## config.mk

```make
export PLATFORM = sky130hd
export DESIGN_NAME = lu_pipe
export DESIGN_NICKNAME = d
export VERILOG_FILES = /design/src/rtl/lu_pipe.sv
export SDC_FILE = /design/constraint.sdc
export NUM_CORES = 1
export LEC_CHECK = 0
export CORE_MARGIN = 2
export CORE_UTILIZATION = 44
export CTS_CLUSTER_SIZE = 30
export DETAILED_ROUTE_END_ITERATION = 10
export PLACE_DENSITY = 0.74
export SLEW_MARGIN = 20
export SYNTH_ARGS = -nofsm -noshare
export SYNTH_HDL_FRONTEND = slang
export SYNTH_SLANG_ARGS = --single-unit
export TNS_END_PERCENT = 1
```

## constraint.sdc

```tcl
create_clock -name clk -period 7.2 [get_ports clk]
set_clock_uncertainty 0.1 [all_clocks]
set_input_delay 0.72 -clock clk [delete_from_list [all_inputs] [get_ports clk]]
set_output_delay 0.72 -clock clk [all_outputs]
set_load 0.02 [all_outputs]
```

## src/rtl/lu_pipe.sv

```systemverilog
// Two-stage pipelined logic / bit-manipulation unit with valid/ready on both sides.
// Stage 1 holds operands plus the decoded bit mask; stage 2 holds the result and zero flag.
module lu_pipe #(
    parameter  int W  = 16,
    localparam int CW = $clog2(W)
) (
    input  logic          clk,
    input  logic          rst_n,
    input  logic          in_valid,
    output logic          in_ready,
    input  logic [W-1:0]  a,
    input  logic [W-1:0]  b,
    input  logic [CW-1:0] c,
    input  logic [3:0]    op,
    output logic          out_valid,
    input  logic          out_ready,
    output logic [W-1:0]  y,
    output logic          zf
);

    typedef struct packed {
        logic [W-1:0] a;
        logic [W-1:0] b;
        logic [3:0]   op;
        logic [W-1:0] m;
    } s1_t;

    logic          v1, v2, adv2, accept;
    logic          sel_onehot;
    logic [W-1:0]  m_d;
    s1_t           s1_q;
    logic [W-1:0]  y_d;
    logic          zf_d;
    logic [W-1:0]  bit_c;
    logic [CW-1:0] ffs_idx;
    logic [CW:0]   pop;

    // Ops 5-7 want a one-hot mask at c; op 4 (and TEST) want bits 0..c.
    assign sel_onehot = op[1] | op[0];

    for (genvar i = 0; i < W; i++) begin : g_mask
        assign m_d[i] = sel_onehot ? (c == CW'(i)) : (CW'(i) <= c);
    end

    assign adv2      = v1 & (~v2 | out_ready);
    assign in_ready  = ~v1 | adv2;
    assign accept    = in_valid & in_ready;
    assign out_valid = v2;

    always_ff @(posedge clk or negedge rst_n) begin
        if (!rst_n) begin
            v1 <= 1'b0;
            v2 <= 1'b0;
        end else begin
            v1 <= accept ? 1'b1 : (adv2 ? 1'b0 : v1);
            v2 <= adv2 ? 1'b1 : (out_ready ? 1'b0 : v2);
        end
    end

    always_ff @(posedge clk or negedge rst_n) begin
        if (!rst_n) begin
            s1_q <= '0;
        end else if (accept) begin
            s1_q <= '{a: a, b: b, op: op, m: m_d};
        end
    end

    // The range mask 0..c minus its own shift isolates bit c for TEST.
    assign bit_c = s1_q.m & ~(s1_q.m >> 1);

    always_comb begin
        ffs_idx = '0;
        for (int i = W - 1; i >= 0; i--) begin
            if (s1_q.a[i]) ffs_idx = i[CW-1:0];
        end
    end

    always_comb begin
        pop = '0;
        for (int i = 0; i < W; i++) begin
            pop = pop + {{CW{1'b0}}, s1_q.a[i]};
        end
    end

    always_comb begin
        y_d = '0;
        case (s1_q.op)
            4'd0:    y_d = ~s1_q.b;
            4'd1:    y_d = s1_q.a & s1_q.b;
            4'd2:    y_d = s1_q.a | s1_q.b;
            4'd3:    y_d = s1_q.a ^ s1_q.b;
            4'd4:    y_d = s1_q.a & s1_q.m;
            4'd5:    y_d = s1_q.a | s1_q.m;
            4'd6:    y_d = s1_q.a & ~s1_q.m;
            4'd7:    y_d = s1_q.a ^ s1_q.m;
            4'd8:    y_d = {{(W-1){1'b0}}, |(s1_q.a & bit_c)};
            4'd9:    y_d = {{(W-CW){1'b0}}, ffs_idx};
            4'd10:   y_d = {{(W-CW-1){1'b0}}, pop};
            default: y_d = '0;
        endcase
        zf_d = (y_d == '0);
    end

    always_ff @(posedge clk or negedge rst_n) begin
        if (!rst_n) begin
            y  <= '0;
            zf <= 1'b0;
        end else if (adv2) begin
            y  <= y_d;
            zf <= zf_d;
        end
    end

endmodule

```

After elaboration in Yosys (flattened, before gate mapping)
Cells that the tools add are included.
- bits in registers: 71
- bits of input ports: 44
- output and inout port bits: 19
- add/subtract/negate cells: 15
- magnitude comparators: 16
- equality and inequality tests: 25
- mux-type cells: 37
- bitwise gates (word level): 19
- reduce and logical (&&, ||, !) cells: 6
- operators by type and width (operator ; number):
    one-hot mux 16 bit (11 select lines) ; 1
    AND 16 bit ; 5
    two-way mux 4 bit ; 16
    adder 5 x 1 -> 5 bit ; 11
    == test 4 bit (second input constant) ; 11
    == test 4 x 3 -> 1 bit (second input constant) ; 8
    <= comparator 4 bit (first input constant) ; 8
    inverter 16 bit ; 2
    bitwise OR 16 bit ; 2
    XOR 16 bit ; 2
    two-way mux 1 bit ; 20
    == test 4 x 2 -> 1 bit (second input constant) ; 4
    <= comparator 3 x 4 -> 1 bit (first input constant) ; 4
    zero test 16 bit ; 1
    inverter 15 -> 16 bit ; 1
    OR reduction 16 bit ; 1
    == test 4 x 1 -> 1 bit (second input constant) ; 2
    <= comparator 1 x 4 -> 1 bit (first input constant) ; 2
    <= comparator 2 x 4 -> 1 bit (first input constant) ; 2
    zero test 4 bit ; 2
    adder 4 x 1 -> 5 bit ; 1
    adder 3 x 1 -> 4 bit ; 1
    nonzero test 2 bit ; 2
    adder 2 x 1 -> 3 bit ; 1
    other kinds (4) ; 8

Depth between registers and ports, before layout
Gate-level depths: netlist of the first run.
- word-level depth: 18
- gate-level depth with buffers: 17
- depth with buffers taken out: 16

Worst setup path before layout of the first run
Ideal clock, no wire load.
- path type: register -> register
- from: register s1_q[41] in the netlist's numbering
- to: register zf
- arrival: 4.257 ns
- slack: 2.751 ns
- cell stages (with the launch flop): 17
- cells stage by stage: dfrtp_1 -> clkbuf_1 -> inv_1 -> fa_1 -> fa_1 -> fa_1 -> fa_1 -> inv_1 -> ha_1 -> fa_1 -> nand3_1 -> o31ai_1 -> a221oi_1 -> o2111ai_1 -> nor3_1 -> nand4_1 -> o31ai_2
- cells in the longest elaborated chain, start to end: 13
- elaborated cells between the ends (all ways): 28
- classes of those cells: add/sub (11); mux (7); bitwise (8); reduce/logical (2)
- ends and longest elaborated chain (element ; RTL line ; source):
    start: declaration ; 31 ; s1_t s1_q;
    start signal: assignment ; 64 ; s1_q <= '{a: a, b: b, op: op, m: m_d};
    adder 5 x 1 -> 5 bit (11 in a row) ; 81 ; pop = pop + {{CW{1'b0}}, s1_q.a[i]};
    one-hot mux 16 bit (11 select lines) (*) ; 87 ; case (s1_q.op)
    zero test 16 bit (*) ; 101 ; zf_d = (y_d == '0);
    end signal: assignment ; 110 ; zf <= zf_d;
    end: declaration ; 18 ; output logic zf
Mark *: on every way between the ends. The rest lies on a longest branch, timed or not.
A chain may end at the register's enable or synchronous reset.

Worst setup path after layout of the first run
Ends and elaborated chain as after synthesis.

==> results.md, run 1 <==
- The via count of the first global-routing pass is roughly 4400.
- Setup violations remaining at the end of the flow were counted as 0.
- For this block, the via count after detailed routing is ~4600.
- The worst setup path is of the flop to flop kind.
- Setup repair after global routing left no endpoint under its margin.
- The count of yosys warnings during synthesis is 0.
- From bottom edge to top edge, the die measures 111 microns.
- The post-synth design cell area is 5070 sq um.
- The slack of the worst reg-to-reg path is 2.51 ns.
- After synthesis, the largest family of logic cells by area is compound AO/OA/AOI/OAI gates.
- For this design the ratio of total power to cell area is 298 nW/um^2.
- The worst setup path is captured at a flop.
- The total count of hold-check failures in the final report is 0.
- The maximum frequency from static timing analysis is 213 MHz.
- The path class of the lowest-slack min-delay path is flop to flop.
- The final-layout setup total negative slack is 0 ns.
- The share of the yosys chip area belonging to registers is 35.1%.
- After detailed routing, the average wire length per cell comes to 20.3 microns.
- The source-to-sink clock delay at the later pin of the worst-skew pair is 0.34 ns.
- The H-tree depth is 3.
- After layout, the design draws a total of approximately 1800 uW.
- OpenSTA, run right after detailed placement, puts the worst setup slack at 2.59 ns.
- The die covers 12400 sq um.
- The maximum number of pins on one net before global-route repair is 72.
- The routed design could run at a clock period as short as 4.69 ns.
- The number of core rows is 39.
- The count of nets left with antenna violations once routing finished came out at 0.
- The worst hold path passes through 2 cells.
- Global routing used 24.9% of the available tracks across all layers.
- The destination of the worst register-to-register timing path is zf.
- The biggest area contributor in the post-synthesis netlist is sky130_fd_sc_hd__dfrtp_1.
- Summing the areas of all compound-gate instances in the mapped netlist gives 19.7% of the synthesized area.
- The final worst slack is 2.51 ns.
- Hold is met by approximately 0.38 ns.
- The core region area is roughly 11000 sq um.
- The commonest non-fill, non-tap cell in the layout is sky130_fd_sc_hd__dfrtp_1.
- The net count of the finished layout is 662.
- The last weighted congestion value of the routability-driven placer is approximately 0.95.
- The TritonCTS clock tree is built.
- The number of hold buffers added after CTS is 0.
- The count of final max-slew check failures is 0.
- The adder-cell area share of the yosys netlist is 5.19%.
- Each instance of the synthesized netlist takes up on average 8.91 sq um.
- The post-synthesis sequential element count is 71.
- The number of buffer cells added on primary ports is 62.
- The fraction of synthesized cell area taken by the top area cell type is 35.1%.
- The XOR/XNOR share of the synthesized area is 3.28%.
- Before antenna repair, the detailed router went through 5 iterations.
- The initial antenna violation count is 0.
- For this run the aggregate overflow at the end of global routing stands at 0.
- In the global route stage, met1 resource usage came out at 32.0%.
- The fraction of the mapped netlist area in simple logic gates is 17.3%.
- The first global-routing pass estimated 24100 microns of wire.
- From synthesis to final layout, the design area changed by 17.9%.
- The worst setup path is launched from a flop.
- The worst register-to-register path has a depth of 15.
- 0 antenna diodes ended up in the layout.
- The count of unresolved DRC violations after routing is 0.
- The peak supply drop is roughly 190 uV.
- In this run the worst path has a maximum fanout of 10.
- The static leakage is 0.00239 uW.
- In the final layout, the share of cells above drive strength 1 is 13.6%.
- No sink is reached through more buffers than the 2 on the longest clock path.
- The total CTS buffers is 9.
- The final cycle utilization of the critical path is 65.1%.
- For the pin with the worst max-slew slack, the measured transition is 1.01 ns.
- The half-perimeter wire length of the detailed placement result is between 10000 and 15000 microns.
- Sorting the synthesized cells by area gives the leading types as sky130_fd_sc_hd__dfrtp_1 (35%), sky130_fd_sc_hd__mux2_2 (10%), sky130_fd_sc_hd__nand2_1 (5.1%).
- The count of flip-flops with a built-in enable after synthesis is 0.
- The endpoint with the worst hold slack is y[14].
- In this run the critical register-to-register path is launched from s1_q[41].
- The starting density of the core is 44.8%.
- After clock tree synthesis, the clock-pin slew on the worst setup and hold paths is approximately 0.060 ns.
- The mux contribution to synthesized area is between 10% and 20%.
- The number of standard cells after synthesis is 569.
- Counting every net in the synthesized netlist gives 628.
- The wire length reported by the detailed router is 15200 microns.
- The number of different library cells in the post-synthesis netlist is 63.
- The most used flip-flop cell after synthesis is sky130_fd_sc_hd__dfrtp_1.
- At the worst endpoint, the required time is about 7.4 ns.
- The number of instances in the placed design is between 700 and 800.
- The launch instance of the worst min-delay path is y[14].
- Dividing the detail-routed via count by the number of cells gives 6.10.
- After the first detailed-routing iteration, the DRC count stood at 313.
- STA puts the critical path data arrival time at 4.84 ns.
- The met2 track demand over resource is roughly 42%.
- The horizontal extent of the die is 111 microns.
- The layer flagged by global routing as most heavily used is met2.
- The layout has 1056 filler cells.
- The top cell types in the final layout, fill and taps aside, are sky130_fd_sc_hd__dfrtp_1 (71), sky130_fd_sc_hd__nand2_1 (68), sky130_fd_sc_hd__clkdlybuf4s50_1 (61), sky130_fd_sc_hd__mux2_2 (47), sky130_fd_sc_hd__o21ai_0 (43).
- The fraction of registers with async set or reset after synthesis is 100%.
- The count of cells in the finished layout, fillers not included, comes to 748.
- After clock tree synthesis, the setup repair step added 0 buffers.
- After clock tree synthesis, the repair step resized 0 gates.
- Max-cap violations in this run came to 0.
- The I/O pin count is 63.
- Clock tree synthesis selected as its root buffer the cell sky130_fd_sc_hd__clkbuf_16.
- The clock drives 71 sinks.
- The worst pin sits at a relative slew slack of 32.6%.
- For met3 alone, demand over resource in global routing was 5.14%.
- The flow ran to the end, and the final reports show no timing, DRC or antenna violations.
==> where the power goes <==
| part | leakage [uW] | switching (uW) | internal [uW] |
|---|---|---|---|
| Sequential | 0.000875 | 95.9 | 469 |
| Clock | 0.000136 | 160 | 255 |
| Combinational | 0.00138 | 438 | 364 |
| Total | 0.00239 | 694 | 1090 |
==> worst max-delay path by stage <==
stage          startpoint  to
5_1_grt          s1_q[41]  zf
4_1_cts          s1_q[41]  zf
3_3_place_gp     s1_q[41]  zf
3_5_place_dp     s1_q[41]  zf
2_1_floorplan    s1_q[41]  zf
6_report         s1_q[41]  zf
==> layer usage <==
| metal | vias to the layer above | part of all wire, % |
|---|---|---|
| met5 | - | 0 |
| met4 | 0 | 1.8 |
| met3 | 20 | 6.8 |
| met2 | 181 | 49 |
| met1 | 2246 | 42 |
| li1 | 2118 | - |
==> metrics by stage <==
step	utilization [%]	area, sq um
5_1_grt	52.8	5970
4_1_cts	52.8	5970
6_report	52.8	5970
3_5_place_dp	50.4	5700
3_3_place_gp	50.4	5700
2_1_floorplan	-	5070
==> final cells by class <==
| type | count | area (sq um) | area share (%) |
|---|---|---|---|
| clock buffers | 12 | 267 | 4.46 |
| flip-flops and latches | 71 | 1780 | 29.7 |
| clock inverters | 1 | 5.00 | 0.0838 |
| well taps | 143 | 179 | 2.99 |
| multi-input cells | 424 | 2980 | 49.8 |
| inverters | 29 | 109 | 1.82 |
| repair buffers | 68 | 661 | 11.1 |
==> flip-flops by register name (all words and copies together) (netlist names) <==
| register | count |
|---|---|
| s1_q | 52 |
| y | 16 |
| v1 | 1 |
| zf | 1 |
| out_valid | 1 |
==> cell families after synthesis <==
| kind of cell | count (synthesis) |
|---|---|
| flops | 71 |
| simple gates | 177 |
| xor+xnor | 19 |
| compound gates | 152 |
| fa+ha+maj | 15 |
| mux | 61 |
| buf+inv | 74 |
==> worst max-delay path: stages (launching register included) <==
cell and delay (ns):
sky130_fd_sc_hd__dfrtp_1 0.51, sky130_fd_sc_hd__inv_1 0.15, sky130_fd_sc_hd__fa_1 0.57, sky130_fd_sc_hd__fa_1 0.44
sky130_fd_sc_hd__fa_1 0.48, sky130_fd_sc_hd__fa_1 0.50, sky130_fd_sc_hd__inv_1 0.04, sky130_fd_sc_hd__ha_1 0.20
sky130_fd_sc_hd__fa_1 0.42, sky130_fd_sc_hd__nand3_1 0.09, sky130_fd_sc_hd__o31ai_1 0.09, sky130_fd_sc_hd__a221oi_1 0.26
sky130_fd_sc_hd__o2111ai_1 0.19, sky130_fd_sc_hd__nor3_1 0.20, sky130_fd_sc_hd__nand4_1 0.13, sky130_fd_sc_hd__o31ai_2 0.23
==> cell usage after synthesis (10+ instances only) <==
cell / instances
sky130_fd_sc_hd__a211oi_1: 12
sky130_fd_sc_hd__mux2i_1: 13
sky130_fd_sc_hd__nand3_1: 12
sky130_fd_sc_hd__nor2_1: 32
sky130_fd_sc_hd__buf_2: 12
sky130_fd_sc_hd__o21ai_0: 43
sky130_fd_sc_hd__a21oi_1: 32
sky130_fd_sc_hd__clkbuf_1: 24
sky130_fd_sc_hd__fa_1: 10
sky130_fd_sc_hd__inv_1: 27
sky130_fd_sc_hd__dfrtp_1: 71
sky130_fd_sc_hd__mux2_2: 47
sky130_fd_sc_hd__nand2_1: 69
sky130_fd_sc_hd__xnor2_1: 15
sky130_fd_sc_hd__nor3_1: 21
(Power assumes the default switching activity.)
==> run 2: changes to the inputs <==
PLACE_DENSITY = 0.76   (was 0.74)
clock period = 4.2 ns   (was 7.2 ns; I/O delays follow)
==> results.md, run 2 (synthesis results as in run 1) <==
- The final-report setup violation count is 1 (was 0).
- The critical path start-end classification was flop to flop (unchanged).
- The arrival time at the worst endpoint is 4.58 ns (was 4.84 ns).
- The number of antenna repair diodes is 0 (unchanged).
- The die area is 12400 sq um (unchanged).
- The checks that failed: setup timing.
- The via count of the first global-routing pass is 4522 (was 4431).
- The net switching power is 1240 uW (was 694 uW).
- Setup repair after global routing missed its margin: yes (was no).
- The horizontal extent of the die was 111 microns (unchanged).
- The required time of the worst setup path is 4.35 ns (was 7.35 ns).
- The switching power share of the total came to 37.1% (was 39.0%).
- The count of unresolved DRC violations after routing was 0 (unchanged).
- The half-perimeter wire length of the detailed placement result came to 11400 microns (was 11100 microns).
- The path class of the lowest-slack min-delay path is input pin to async pin (was flop to flop).
- Outcome: finished with violations (was completed).
- The number of instances in the placed design is 761 (was 735).
- The most common cell type on the critical path is sky130_fd_sc_hd__fa_1 (unchanged).
- Crit-path cells: inv_1 -> fa_1 -> fa_1 -> fa_1 -> fa_1 -> inv_1 -> ha_2 -> fa_1 -> nand3_1 -> o31ai_1 -> a221oi_1 -> o2111ai_1 -> nor3_1 -> nand4_1 -> o31ai_2 (was inv_1 -> fa_1 -> fa_1 -> fa_1 -> fa_1 -> inv_1 -> ha_1 -> fa_1 -> nand3_1 -> o31ai_1 -> a221oi_1 -> o2111ai_1 -> nor3_1 -> nand4_1 -> o31ai_2).
- The final total power is 3350 uW (was 1780 uW).
- The transition time of the tightest slew-check pin came to 0.881 ns (was 1.01 ns).
- The maximum number of pins on one net before global-route repair is 40 (was 72).
- The number of core rows is 39 (unchanged).
- The starting density of the core is 44.8% (unchanged).
- The cell-internal power is 2100 uW (was 1090 uW).
- The static leakage is 0.00254 uW (was 0.00239 uW).
- The number of routed nets with antenna violations came to 0 (unchanged).
- The commonest non-fill, non-tap cell in the layout is sky130_fd_sc_hd__dfrtp_1 (unchanged).
- The wire length reported by the detailed router came to 15500 microns (was 15200 microns).
- The overflow left after global routing is 0 (unchanged).
- The part of the total power dissipated in the clock network is 26.2% (was 23.3%).
- The worst slew slack as a fraction of its limit is 41.3% (was 32.6%).
- The global router's overall resource usage is 25.5% (was 24.9%).
- The final worst slack is -0.228 ns (was 2.51 ns).
- The cell with the biggest individual delay on the critical path is sky130_fd_sc_hd__fa_1 (unchanged).
- The combinational fraction of design power is 45.8% (was 45.0%).
- The core region area came to 11300 sq um (unchanged).
- Registers with the most flip-flops: s1_q (52), y (16) (unchanged).
- The final standard cell count with taps included and fillers excluded is 777 (was 748).
- The total CTS buffers is 9 (unchanged).
- The per-cell routed wire length is 19.9 microns (was 20.3 microns).
- The source-to-sink clock delay at the later pin of the worst-skew pair was 0.35 ns (was 0.34 ns).
- The peak supply drop was 306 uV (was 192 uV).
- The I/O pin count is 63 (unchanged).
- The last weighted congestion value of the routability-driven placer was 1.09 (was 0.945).
- The CTS clock-pin slew for the worst setup and hold paths came to 0.06 ns (about the same).
- The buffer cell driving the clock tree root is sky130_fd_sc_hd__clkbuf_16 (unchanged).
- The number of flip-flops under the largest register name is 52 (unchanged).
- The final design instance area without fill is 6260 sq um (was 5970 sq um).
- The largest incremental delay on the critical path is 0.55 ns (was 0.57 ns).
- The maximum frequency from static timing analysis is 226 MHz (was 213 MHz).
- The height of the die was 111 microns (unchanged).
- The final-layout worst hold slack is 0.0358 ns (was 0.375 ns).
- The worst-path maximum fanout was 2 (was 10).
- The max capacitance violation total is 0 (unchanged).
- The initial detailed-routing violation count was 320 (was 313).
- The area after detailed placement is 5910 sq um (was 5700 sq um).
- The critical path startpoint category is a flop (unchanged).
- The final cycle utilization of the critical path is 105% (was 65.1%).
- The TritonCTS clock tree is built (unchanged).
- The average via count per standard cell is 6.00 (was 6.10).
- The count of final max-slew check failures is 0 (unchanged).
- The routed via count is 4665 (was 4565).
- The register ranked first by flip-flop count is s1_q (unchanged).
- The power per cell area is 535 nW/um^2 (was 298 nW/um^2).
- The setup slack after placement is -0.262 ns (was 2.59 ns).
- The number of nets at the end of the flow is 688 (was 662).
- The CTS sink count is 71 (unchanged).
- The total count of hold-check failures in the final report was 0 (unchanged).
- The maximum clock path buffer count is 2 (unchanged).
- The final critical delay including setup and external delays is 4.43 ns (was 4.69 ns).
- The area added between synthesis and finish came to 23.5% (was 17.9%).
- The share of cells above drive strength 1 is 18.3% (was 13.6%).
- The initial antenna violation count is 0 (unchanged).
- The number of hold buffers added after CTS is 0 (unchanged).
- The first-pass GRT wire length came to 24500 microns (was 24100 microns).
- The kind of end point of the critical path is a flop (unchanged).
- Commonest cells after routing, fill and taps aside: sky130_fd_sc_hd__dfrtp_1 (71), sky130_fd_sc_hd__nand2_1 (68), sky130_fd_sc_hd__clkdlybuf4s50_1 (61), sky130_fd_sc_hd__mux2_2 (47), sky130_fd_sc_hd__o21ai_0 (43) (unchanged).
- The first-pass iteration count of the detailed router is 6 (was 5).
- The relative contribution of sequential cells to total power is 28.0% (was 31.7%).
- The H-tree depth is 3 (unchanged).
- The number of buffer cells added on primary ports is 62 (unchanged).
## run 2: changes by cell type in the layout (fill, tap and decap cells not counted), sizes merged
cell | previous run | this run
bufinv | 0 | 2
clkbuf | 12 | 14
buf | 7 | 33
clkinv | 3 | 2
## run 2: routing by layer
| layer | part of all wire [%] | GRT usage, % | up-vias |
|---|---|---|---|
| met5 | 0 | 0 | - |
| met4 | 3.8 | 11.6 | 0 |
| met3 | 8.0 | 6.78 | 43 |
| met2 | 47 | 40.4 | 209 |
| met1 | 41 | 33.0 | 2234 |
| li1 | - | - | 2179 |
## run 2: area by class of cell
class | instances | area (sq um)
tap | 143 | 179
clock inverter | 2 | 60.1
timing repair buffer | 94 | 868
multi-input combinational | 424 | 2980
clock buffer | 14 | 284
sequential | 71 | 1780
inverter | 29 | 109
fill | 1030 | 5060
## run 2: worst paths after layout
kind | startpoint | endpoint | slack, ns | cells after the start
setup reg to reg | s1_q[47] | zf | -0.23 | 15
setup / recovery | s1_q[47] | zf | -0.23 | 15
hold reg to reg | y[0] | y[0] | 0.38 | 2
hold / removal | rst_n | v1 | 0.04 | 1
min in group clk | y[0] | y[0] | 0.38 | 2
max in group asynchronous | rst_n | s1_q[10] | 2.97 | 2
## run 2: stage by stage
step / util (%) / TNS (ns)
6_report: 55.3 / -0.228
5_1_grt: 55.3 / -0.521
4_1_cts: 55.2 / -0.264
3_5_place_dp: 52.2 / -0.262
3_3_place_gp: 52.2 / -0.131
2_1_floorplan: - / -0.0984
## run 2: repair_timing
action,CTS,global route
setup endpoints to repair,1,3
gates resized for setup,0,7
buffers inserted,0,0
pin swaps,2,0
## run 2: power groups by stage
stage               clock (uW)  sequential (uW)  combinational [uW]
finish                     878              937                1530
floorplan                    0              966                 946
global route               927              954                1700
detailed placement           0              944                1500
global placement             0              935                1480
CTS                        893              932                1510
## run 2: critical path: cells and delay by family, from the launching register on
kind                     cells  cell delay, ns
flip-flops                   1            0.35
buffers and inverters        2            0.11
adder cells (fa/ha/maj)      6            2.58
AND/OR/NAND/NOR              3            0.43
AO/OA/AOI/OAI                4            0.76
==> run 3: changes to the inputs <==
CORE_UTILIZATION = 51   (was 44)
PLACE_DENSITY = 0.85   (was 0.76)
==> results.md, run 3 (synthesis results as in run 1) <==
- The starting density of the core was 52.1% (was 44.8%).
- The share of cells above drive strength 1 is 17.9% (was 18.3%).
- The number of buffer cells added on primary ports came to 62 (unchanged).
- The path class of the lowest-slack min-delay path is input pin to async pin (unchanged).
- The transition time of the tightest slew-check pin is 0.941 ns (was 0.881 ns).
- The critical path startpoint category is a flop (unchanged).
- The largest delay contributor family on the critical path is adder cells (unchanged).
- The initial antenna violation count came to 0 (unchanged).
- The worst-path maximum fanout is 2 (unchanged).
- The final critical delay including setup and external delays was 4.39 ns (was 4.43 ns).
- Crit-path cells: inv_1 -> fa_1 -> fa_1 -> fa_1 -> fa_1 -> inv_1 -> ha_2 -> fa_1 -> nand3_1 -> o31ai_1 -> a221oi_1 -> o2111ai_1 -> nor3_2 -> nand4_1 -> o31ai_2 (was inv_1 -> fa_1 -> fa_1 -> fa_1 -> fa_1 -> inv_1 -> ha_2 -> fa_1 -> nand3_1 -> o31ai_1 -> a221oi_1 -> o2111ai_1 -> nor3_1 -> nand4_1 -> o31ai_2).
- The area added between synthesis and finish came to 20.4% (was 23.5%).
- The half-perimeter wire length of the detailed placement result is 11200 microns (was 11400 microns).
- The cell with the biggest individual delay on the critical path is sky130_fd_sc_hd__fa_1 (unchanged).
- The arrival time at the worst endpoint is 4.56 ns (was 4.58 ns).
- The critical path start-end classification is flop to flop (unchanged).
- The number of nets at the end of the flow is 687 (was 688).
- The flip-flop and latch area is 1780 sq um (unchanged).
- The required time of the worst setup path is 4.37 ns (was 4.35 ns).
- The static leakage is 0.00248 uW (was 0.00254 uW).
- The final design instance area without fill is 6100 sq um (was 6260 sq um).
- Registers with the most flip-flops: s1_q (52), y (16) (unchanged).
- The via count of the first global-routing pass is 4475 (was 4522).
- The horizontal extent of the die was 104 microns (was 111 microns).
- The core region area came to 9730 sq um (was 11300 sq um).
- The CTS clock-pin slew for the worst setup and hold paths is 0.07 ns (was 0.06 ns).
- The multi-input logic area is 2990 sq um (was 2980 sq um).
- The H-tree depth is 3 (unchanged).
- The final-layout worst hold slack was 0.00602 ns (was 0.0358 ns).
- The routed via count came to 4725 (was 4665).
- The TritonCTS clock tree is built (unchanged).
- The number of inserted filler cells in the final layout is 849 (was 1030).
- The final worst slack is -0.187 ns (was -0.228 ns).
- The overflow left after global routing is 0 (unchanged).
- Violations in the final reports: setup timing (unchanged).
- The buffer cell driving the clock tree root was sky130_fd_sc_hd__clkbuf_8 (was sky130_fd_sc_hd__clkbuf_16).
- The power per cell area was 504 nW/um^2 (was 535 nW/um^2).
- The count of final max-slew check failures is 0 (unchanged).
- The number of flip-flops under the largest register name was 52 (unchanged).
- The per-cell routed wire length is 19.8 microns (was 19.9 microns).
- The number of buffers and inverters on the critical path came to 2 (unchanged).
- The commonest non-fill, non-tap cell in the layout is sky130_fd_sc_hd__dfrtp_1 (unchanged).
- The first-pass iteration count of the detailed router is 5 (was 6).
- The area after detailed placement was 5890 sq um (was 5910 sq um).
- The peak supply drop is 305 uV (was 306 uV).
- The CTS sink count is 71 (unchanged).
- The number of routed nets with antenna violations is 0 (unchanged).
- Commonest cells after routing, fill and taps aside: sky130_fd_sc_hd__dfrtp_1 (71), sky130_fd_sc_hd__nand2_1 (68), sky130_fd_sc_hd__clkdlybuf4s50_1 (61), sky130_fd_sc_hd__mux2_2 (47), sky130_fd_sc_hd__o21ai_0 (43) (unchanged).
- The kind of end point of the critical path is a flop (unchanged).
- The max capacitance violation total came to 0 (unchanged).
- The total count of hold-check failures in the final report came to 0 (unchanged).
- The largest incremental delay on the critical path is 0.58 ns (was 0.55 ns).
- The maximum number of pins on one net before global-route repair is 41 (was 40).
- The worst slew slack as a fraction of its limit was 37.0% (was 41.3%).
- The number of antenna repair diodes is 0 (unchanged).
- The wire length reported by the detailed router is 15200 microns (was 15500 microns).
- The final-report setup violation count was 1 (unchanged).
- The die area is 10700 sq um (was 12400 sq um).
- The total setup buffers inserted after CTS is 0 (unchanged).
- Outcome: finished with violations (unchanged).
- The final total power is 3080 uW (was 3350 uW).
- The total CTS buffers is 9 (unchanged).
- The global router's overall resource usage is 28.7% (was 25.5%).
- The first-pass GRT wire length is 24200 microns (was 24500 microns).
- The initial detailed-routing violation count is 353 (was 320).
- The count of unresolved DRC violations after routing is 0 (unchanged).
- The maximum clock path buffer count is 2 (unchanged).
- The height of the die is 104 microns (was 111 microns).
- The core occupancy in the finished layout was 62.7% (was 55.3%).
- The most common cell type on the critical path is sky130_fd_sc_hd__fa_1 (unchanged).
- The maximum frequency from static timing analysis was 228 MHz (was 226 MHz).
- The number of core rows is 36 (was 39).
- Setup repair after global routing missed its margin: yes (unchanged).
- The number of hold buffers added after CTS was 0 (unchanged).
- The register ranked first by flip-flop count is s1_q (unchanged).
- The average via count per standard cell was 6.17 (was 6.00).
- The I/O pin count is 63 (unchanged).
- The last weighted congestion value of the routability-driven placer is 1.01 (was 1.09).
- The source-to-sink clock delay at the later pin of the worst-skew pair is 0.36 ns (was 0.35 ns).
- The final cycle utilization of the critical path is 104% (was 105%).
==> run 3: where the power goes <==
group	switching (uW)	internal (uW)
combinational	817	718
sequential	152	802
clock	257	333
total	1230	1850
==> run 3: final cells by class <==
cell class                      count  area share (%)
Clock buffer                       12            2.21
Clock inverter                      4            1.15
Inverter                           29            1.78
Multi-Input combinational cell    424            48.9
Sequential cell                    71            29.1
Tap cell                          133            2.73
Timing Repair Buffer               93            14.1
==> run 3: routing by layer <==
| layer | wire length [microns] | share of wire [%] | track usage [%] |
|---|---|---|---|
| met5 | 0 | 0 | 0 |
| met4 | 342 | 2.3 | 9.27 |
| met3 | 1140 | 7.5 | 5.98 |
| met2 | 7340 | 48 | 47.4 |
| met1 | 6380 | 42 | 38.1 |
==> run 3: path summary, 6_finish.rpt <==
path	start	end	slack, ns	cells after the start
hold reg to reg	y[6]	y[6]	0.38	2
max in group asynchronous	rst_n	s1_q[11]	3.01	2
hold / removal	rst_n	v1	0.006	1
min in group clk	y[6]	y[6]	0.38	2
setup reg to reg	s1_q[47]	zf	-0.19	15
setup / recovery	s1_q[47]	zf	-0.19	15
==> run 3: worst reg2reg max path, cell delays in order, from the launching register on <==
cell and delay [ns]:
sky130_fd_sc_hd__dfrtp_1 0.35, sky130_fd_sc_hd__inv_1 0.08, sky130_fd_sc_hd__fa_1 0.58, sky130_fd_sc_hd__fa_1 0.44, sky130_fd_sc_hd__fa_1 0.47, sky130_fd_sc_hd__fa_1 0.50
sky130_fd_sc_hd__inv_1 0.04, sky130_fd_sc_hd__ha_2 0.18, sky130_fd_sc_hd__fa_1 0.42, sky130_fd_sc_hd__nand3_1 0.09, sky130_fd_sc_hd__o31ai_1 0.08, sky130_fd_sc_hd__a221oi_1 0.29
sky130_fd_sc_hd__o2111ai_1 0.21, sky130_fd_sc_hd__nor3_2 0.15, sky130_fd_sc_hd__nand4_1 0.13, sky130_fd_sc_hd__o31ai_2 0.19
==> run 3: through the flow <==
step	setup slack, ns	setup TNS (ns)	cells
after floorplan	-0.0984	-0.0984	569
after CTS	-0.262	-0.262	766
after global placement	-0.183	-0.183	750
final	-0.187	-0.187	766
after global routing	-0.384	-0.535	766
after detailed placement	-0.246	-0.246	750
==> run 3: timing repair <==
| action | in CTS | in global routing |
|---|---|---|
| endpoints found under the hold margin | 0 | 0 |
| endpoints found under the setup margin | 1 | 3 |
| resized for setup | 0 | 6 |
| pin swaps | 1 | 6 |
